==> config.mk <==
export PLATFORM = sky130hd
export DESIGN_NAME = descrambler_lock_monitor
export DESIGN_NICKNAME = d
export VERILOG_FILES = /design/src/rtl/descrambler_lock_monitor.sv
export SDC_FILE = /design/constraint.sdc
export NUM_CORES = 1
export LEC_CHECK = 0
export BUFFER_PORTS_ARGS = -buffer_cell sky130_fd_sc_hd__buf_2
export CORE_MARGIN = 8
export CORE_UTILIZATION = 53
export DETAILED_ROUTE_END_ITERATION = 6
export PLACE_DENSITY = 0.75
export SLEW_MARGIN = 0
export SYNTH_ARGS = -nofsm -noshare
export SYNTH_HDL_FRONTEND = slang
export SYNTH_SLANG_ARGS = --single-unit
==> constraint.sdc <==
create_clock -name clk -period 3 [get_ports clk]
set_input_delay 0.6 -clock clk [delete_from_list [all_inputs] [get_ports clk]]
set_output_delay 0.6 -clock clk [all_outputs]
set_load 0.01 [all_outputs]
==> src/rtl/descrambler_lock_monitor.sv <==
// Per-lane additive descrambler (x^23+x^21+x^16+x^8+x^5+x^2+1) with training lock monitor.
// Optional saturating error counter on err_total is built only when DESCR_ERR_CNT_EN is defined.
module descrambler_lock_monitor #(
   parameter logic [22:0] SEED     = 23'h1F_EEDD,
   parameter int unsigned LOCK_CNT = 64,
   parameter int unsigned WIN_LEN  = 128,
   parameter int unsigned ERR_THR  = 4
) (
   input  logic        clk,
   input  logic        rst,
   input  logic        scrambled_in,
   input  logic        enable,
   input  logic        descr_rst,
   input  logic        train_mode,
   output logic        data_out,
   output logic        enable_deser,
   output logic        locked,
   output logic        lock_lost,
   output logic [15:0] err_total
);

   localparam logic [7:0] LOCK_CNT8 = LOCK_CNT[7:0];
   localparam logic [7:0] WIN_LEN8  = WIN_LEN[7:0];
   localparam logic [7:0] ERR_THR8  = ERR_THR[7:0];

   typedef enum logic [1:0] {StUnlocked, StChecking, StLocked} state_e;

   state_e      state;
   logic [22:0] lfsr;
   logic [7:0]  zero_cnt;
   logic [7:0]  win_cnt;
   logic [7:0]  err_cnt;

   logic       fb;
   logic       accept;
   logic       check_bit;
   logic       check_en;
   logic [7:0] zero_nxt;
   logic [7:0] win_nxt;
   logic [7:0] err_nxt;

   always_comb begin
      fb        = lfsr[22] ^ lfsr[20] ^ lfsr[15] ^ lfsr[7] ^ lfsr[4] ^ lfsr[1];
      accept    = enable & ~descr_rst;
      check_bit = scrambled_in ^ lfsr[22];
      check_en  = accept & train_mode;
      zero_nxt  = zero_cnt + 8'd1;
      win_nxt   = win_cnt + 8'd1;
      err_nxt   = err_cnt + {7'd0, check_bit};
   end

   always_ff @(posedge clk or negedge rst) begin
      if (!rst) begin
         lfsr         <= SEED;
         state        <= StUnlocked;
         zero_cnt     <= 8'd0;
         win_cnt      <= 8'd0;
         err_cnt      <= 8'd0;
         data_out     <= 1'b0;
         enable_deser <= 1'b0;
         locked       <= 1'b0;
         lock_lost    <= 1'b0;
      end else begin
         lock_lost    <= 1'b0;
         enable_deser <= accept;
         if (descr_rst) begin
            // Realignment restarts acquisition silently, even from LOCKED.
            lfsr     <= SEED;
            state    <= StChecking;
            zero_cnt <= 8'd0;
            win_cnt  <= 8'd0;
            err_cnt  <= 8'd0;
            locked   <= 1'b0;
         end else begin
            if (accept) begin
               data_out <= check_bit;
               lfsr     <= {lfsr[21:0], fb};
            end
            if (check_en) begin
               case (state)
                  StChecking: begin
                     if (check_bit) begin
                        zero_cnt <= 8'd0;
                     end else if (zero_nxt == LOCK_CNT8) begin
                        state    <= StLocked;
                        locked   <= 1'b1;
                        zero_cnt <= 8'd0;
                        win_cnt  <= 8'd0;
                        err_cnt  <= 8'd0;
                     end else begin
                        zero_cnt <= zero_nxt;
                     end
                  end
                  StLocked: begin
                     // Threshold is tested before the window wrap so a last-bit error counts.
                     if (err_nxt >= ERR_THR8) begin
                        state     <= StUnlocked;
                        locked    <= 1'b0;
                        lock_lost <= 1'b1;
                        win_cnt   <= 8'd0;
                        err_cnt   <= 8'd0;
                     end else if (win_nxt == WIN_LEN8) begin
                        win_cnt <= 8'd0;
                        err_cnt <= 8'd0;
                     end else begin
                        win_cnt <= win_nxt;
                        err_cnt <= err_nxt;
                     end
                  end
                  default: ;
               endcase
            end
         end
      end
   end

`ifdef DESCR_ERR_CNT_EN
   always_ff @(posedge clk or negedge rst) begin
      if (!rst) begin
         err_total <= 16'h0;
      end else if (check_en && check_bit && (state != StUnlocked) && (err_total != 16'hFFFF)) begin
         err_total <= err_total + 16'd1;
      end
   end
`else
   assign err_total = 16'h0;
`endif

endmodule
======== Word-level counts from Yosys, hierarchy flattened ========
Cells that the tools add are included.
cells by class
  add/sub/neg operators ................... 3
  $lt $le $gt $ge ......................... 1
  eq/ne operators ......................... 7
  multiplexer cells ....................... 35
  bitwise logic cells ..................... 9
  reduce and logical (&&, ||, !) cells .... 8
operators by type and width
  kind                                                                                  count
  8-bit 2-to-1 mux                                                                      15
  23-bit 2-to-1 mux                                                                     2
  8-bit case mux with 2 select lines                                                    2
  8-bit by 1-bit adder with 8-bit output (second input constant)                        2
  2-bit 2-to-1 mux                                                                      5
  1-bit 2-to-1 mux                                                                      9
  3-bit != test (second input constant)                                                 3
  8-bit by 1-bit adder with 8-bit output                                                1
  8-bit by 7-bit equality test with 1-bit output (second input constant)                1
  8-bit equality test (second input constant)                                           1
  8-bit by 3-bit greater-or-equal comparator with 1-bit output (second input constant)  1
  2-bit nonzero test                                                                    3
  1-bit bitwise XOR                                                                     6
  5-bit AND reduction                                                                   1
  2-bit case mux with 2 select lines                                                    1
  2-bit AND reduction                                                                   2
  4-bit AND reduction                                                                   1
  3-bit nonzero test                                                                    1
  1-bit AND                                                                             2
  2-bit by 1-bit equality test with 1-bit output (second input constant)                1
  2-bit equality test (second input constant)                                           1
  1-bit case mux with 2 select lines                                                    1
  1-bit NOT                                                                             1
storage, ports and cells
  flip-flop bits (word level) ............. 53
  bits of input ports ..................... 6

======== Logic depth before layout (Yosys ltp) ========
  depth in word-level cells ............... 7
  depth in mapped cells ................... 11
  mapped depth without buffers ............ 10

======== Worst setup path after synthesis ========
OpenSTA, ideal clock, no wires.
  kind .................................... in2reg
  start point ............................. input scrambled_in
  end point ............................... register win_cnt[3]
  library setup time ...................... 0.065 ns
  arrival ................................. 2.900 ns
  data required time ...................... 2.935 ns
  setup slack ............................. 0.035 ns
  stages .................................. 10
  path buffers ............................ 1
  cells stage by stage .................... xnor2_1 inv_1 ha_1 ha_1 or4_1 a222oi_1 and3_1 buf_4 a22o_1 mux2_1
on the way
  longest elaborated chain between the ends .. 7
  elaborated cells between the ends (all ways) .. 9
  those cells by class .................... add/sub: 1; order compare: 1; eq/ne: 1; mux: 4; bitwise: 1; reduce/logical: 1
ends and longest elaborated chain
  item                                                          line  source
  start: declaration                                            11    input logic scrambled_in,
  1-bit bitwise XOR *                                           45    check_bit = scrambled_in ^ lfsr[22];
  named net check_bit                                           36    logic check_bit;
  8-bit by 1-bit adder with 8-bit output                        49    err_nxt = err_cnt + {7'd0, check_bit};
  8-bit by 3-bit greater-or-equal comparator with 1-bit output  96    if (err_nxt >= ERR_THR8) begin
  8-bit 2-to-1 mux                                              96
  8-bit case mux with 2 select lines                            80    case (state)
  8-bit 2-to-1 mux                                              79    if (check_en) begin
  8-bit 2-to-1 mux                                              66    if (descr_rst) begin
  end signal: assignment                                        106   win_cnt <= win_nxt;
  end: declaration                                              31    logic [7:0] win_cnt;
The timed path passes the listed nets; every way through them passes the cells marked *. The select of a mux whose other input is x is not followed.
A chain may end at the register's enable or synchronous reset.

======== Final worst setup path ========
  start point ............................. register lfsr[22]
  end point ............................... register win_cnt[2]
on the way
  longest elaborated chain between the ends .. 7
  elaborated cells between the ends (all ways) .. 9
  those cells by class .................... add/sub: 1; order compare: 1; eq/ne: 1; mux: 4; bitwise: 1; reduce/logical: 1
ends and longest elaborated chain
  item                                                          line  source
  start: declaration                                            29    logic [22:0] lfsr;
  start signal: assignment                                      77    lfsr <= {lfsr[21:0], fb};
  1-bit bitwise XOR *                                           45
  named net check_bit                                           36
  8-bit by 1-bit adder with 8-bit output                        49
  8-bit by 3-bit greater-or-equal comparator with 1-bit output  96
  8-bit 2-to-1 mux                                              96
  8-bit case mux with 2 select lines                            80
  8-bit 2-to-1 mux                                              79
  8-bit 2-to-1 mux                                              66
Marks and branches as above.

==> flow_metrics.env <==
export IMPL_status="complete, no violations"
export IMPL_die_y_um=88.18
export IMPL_timing_final_crit_share=0.9238
export IMPL_root_buffer="clkbuf_8"
export IMPL_drv_cap=0
export IMPL_hold_violations=0
export IMPL_power_mw=1.319
export IMPL_first_pass_iters=4
export IMPL_grt_pass1_vias=1842
export IMPL_reg2reg_to="win_cnt[2]"
export IMPL_crit_chain="xnor2_2 -> inv_1 -> ha_1 -> ha_1 -> or4_1 -> a222oi_1 -> buf_4 -> nand4_1 -> o22ai_1 -> a21o_1"
export IMPL_io_pin_count=26
export IMPL_multi_input_area_mm2=0.001323
export IMPL_wl_mm=5.068
export IMPL_hold_buffers=0
export IMPL_die_w_um=88.18
export IMPL_synthAdderAreaFrac=0.02266
export IMPL_rsz0062_at_grt="false"
export IMPL_seqPwrFrac=0.563
export IMPL_fin_skew_ns=0.004881
export IMPL_yosysWarnings=0
export IMPL_grt_max_degree=33
export IMPL_tightest_slew_ns=0.7188
export IMPL_clock_path_buffers=2
export IMPL_antenna_found_initial=0
export IMPL_r2r_start="lfsr[22]"
export IMPL_fmax_ghz=0.3608
export IMPL_post_cts_setup_buffer_count=0
export IMPL_num_rows=26
export IMPL_overflow=0
export IMPL_core_mm2=0.005075
export IMPL_stdcell_area_mm2=0.002972
export IMPL_fin_ws_ns=0.2286
export IMPL_final_cell_count_no_fill=360
export IMPL_slowest_delay_ns=0.51
export IMPL_gpl_final_weighted_congestion=0.7997
export IMPL_vias=1939
export IMPL_power_leakage_nw=1.404
export IMPL_initial_core_util=0.5441
export IMPL_drc=0
export IMPL_path_clk_slew_ns=0.09
export IMPL_ys_flop_type="dfrtp_1"
export IMPL_fin_util=0.5856
export IMPL_slew_viol_final=0
export IMPL_p_switching_mw=0.3012
export IMPL_ir_drop_v=0.0002912
export IMPL_dpl_cell_count=352
export IMPL_reg2reg_slack_ns=0.23
export IMPL_min_path_type="in2async"
export IMPL_synth_compound_area_frac=0.1264
export IMPL_rr_worst_depth=10
export IMPL_die_area_mm2=0.007776
export IMPL_fillCellCount=456
export IMPL_io_buffers=9
export IMPL_drt_wirelength_per_cell_um=14.08
export IMPL_grt_usage=0.1442
export IMPL_cellPowerDensity_mw_per_mm2=443.8
export IMPL_ant_nets=0
export IMPL_cp_arrival_ns=3.01
export IMPL_clock_sinks=52
export IMPL_cts_tree="built"
export IMPL_pre_cts_slack_ns=-0.03830
export IMPL_clk_latency_ns=0.30
export IMPL_vias_per_cell=5.386
export IMPL_fin_nets=300
export IMPL_placedInstanceArea_mm2=0.002851
export IMPL_regArea_mm2=0.001323
export IMPL_syn_area_mm2=0.002761
export IMPL_async_flop_share=1.000
export IMPL_p_int_mw=1.017
export IMPL_antenna_cells=0
export IMPL_drive_gt1_frac=0.1759
export IMPL_cp_end_kind="flop"
export IMPL_synth_cell_types=52
export IMPL_hpwlAfterDp_mm=3.537
export IMPL_synth_avg_cell_area_um2=10.01
export IMPL_cp_max_fo=6
export IMPL_synth_seq_cells=52
export IMPL_htree_levels=2
export IMPL_synthMuxAreaShare=0.08790
export IMPL_cpMaxStageDelayCell="or4_1"
export IMPL_clock_power_share=0.350
export IMPL_numCtsBuffers=5
export IMPL_p_sw_frac=0.2284
export IMPL_max_slew_margin=0.5186
export IMPL_min_period_ns=2.771
export IMPL_grt_pass1_wl_mm=8.852
export IMPL_synth_edf_count=0
export IMPL_synth_xor_area_share=0.02855
export IMPL_setup_viol=0
export IMPL_crit_top_cell="ha_1"
export IMPL_synth_top_family_by_area="simple AND/OR/NAND/NOR gates"
export IMPL_cp_required_ns=3.24
export IMPL_crit_type="reg2reg"
export IMPL_syn2layout_area_growth_pct=7.612
export IMPL_cp_start_kind="flop"
export IMPL_synth_simple_area_share=0.1871
export IMPL_p_comb_frac=0.087
export IMPL_syn_inst=276
export IMPL_yosysSeqAreaShare=0.4789
export IMPL_first_iter_violations=151
==> cells in the mapped netlist (all sizes together) (3+ instances only) <==
cell    instances  area [µm²]
dfrtp          35       875.8
buf            19       136.4
a31oi           3       18.77
nor2b           3       18.77
and2            5       32.53
and3           11       70.07
nand4           8       50.05
xnor2           8       70.07
a21o            6       45.04
ha              5       62.56
nand2b          3       18.77
a211oi          3       22.52
nor3            4       20.02
o21ai          16       80.07
inv             4       15.01
nor2           18       67.56
dfstp          17       446.7
o31ai           3       22.52
mux2i          22       220.2
clkbuf          8       30.03
nand2          29       108.9
nand3          10       50.05
a21oi           4       20.02
or3             3       18.77
==> flip-flops by register name (all words and copies together), names as in the netlist <==
signal and count:
data_out 1, enable_deser 1, err_cnt 8, lfsr 23, lock_lost 1, locked 1
state 1, win_cnt 8, zero_cnt 8
==> power by group through the flow <==
stage                     Combinational [mW]  Sequential [mW]  Clock, mW
final                                  0.115            0.742      0.462
after global routing                   0.129            0.745      0.512
after CTS                              0.115            0.742      0.484
after detailed placement               0.114            0.755          0
after global placement                 0.113            0.754          0
after floorplan                       0.0875            0.753          0
==> placed cells by master, fill, tap and decap left out, types with 7 or more instances in the layout <==
master | Yosys | layout
buf_4 | 17 | 9
nor2_1 | 18 | 18
dfstp_2 | 17 | 17
and3_1 | 10 | 10
nand4_1 | 8 | 8
conb_1 | 1 | 16
dfrtp_1 | 35 | 35
buf_2 | 1 | 9
nand2_1 | 29 | 29
o21ai_0 | 13 | 13
mux2i_1 | 22 | 22
nand3_1 | 10 | 10
xnor2_1 | 8 | 7
==> cells by family (layout without fill, tap and decap cells) <==
logic type               count (synthesis)  after routing
other                                    1             16
multiplexers                            24             24
adder cells (fa/ha/maj)                  5              5
AO/OA/AOI/OAI                           51             51
buffers and inverters                   32             31
flip-flops                              52             52
XOR/XNOR                                 9              9
AND/OR/NAND/NOR                        102            102
==> stage by stage <==
stage / hold slack, ns / setup TNS, ns
floorplan: 0.3044 / 0
global placement: 0.4834 / 0
detailed placement: 0.4874 / -0.1940
CTS: 0.2484 / 0
global route: 0.2756 / 0
finish: 0.2490 / 0
==> how the worst max path moves through the flow <==
stage / startpoint / endpoint / slack, ns / cells after the start
floorplan: scrambled_in / win_cnt[3] / 0.03 / 10
global placement: scrambled_in / win_cnt[4] / 0.03 / 11
detailed placement: scrambled_in / win_cnt[0] / -0.04 / 11
CTS: lfsr[22] / win_cnt[0] / 0.21 / 10
global route: lfsr[22] / win_cnt[2] / 0.01 / 10
finish: lfsr[22] / win_cnt[2] / 0.23 / 10
==> critical path, delay by kind of cell (launching register included) <==
kind | cells | cell delay, ns
AND/OR/NAND/NOR | 2 | 0.75
buffers and inverters | 2 | 0.25
adder cells (fa/ha/maj) | 2 | 0.41
XOR/XNOR | 1 | 0.19
AO/OA/AOI/OAI | 3 | 0.68
flip-flops | 1 | 0.44
==> metal layers <==
metal / share of wire / track usage
met3: 0.047 / 0.03002
met4: 0.012 / 0.05530
met5: 0 / 0
met1: 0.47 / 0.1901
met2: 0.47 / 0.2254
==> area by class of cell <==
type / instances / area share
Inverter: 5 / 0.006316
Sequential cell: 52 / 0.4451
Clock inverter: 2 / 0.01179
Multi-Input combinational cell: 207 / 0.4451
Timing Repair Buffer: 18 / 0.03789
Tap cell: 70 / 0.02947
Clock buffer: 6 / 0.02442
==> timing repair <==
item                                   in CTS  in global routing
endpoints found under the hold margin       0                  0
setup endpoints to repair                   0                  4
resized for setup                           0                  2
Power figures use the tool's default switching activity.
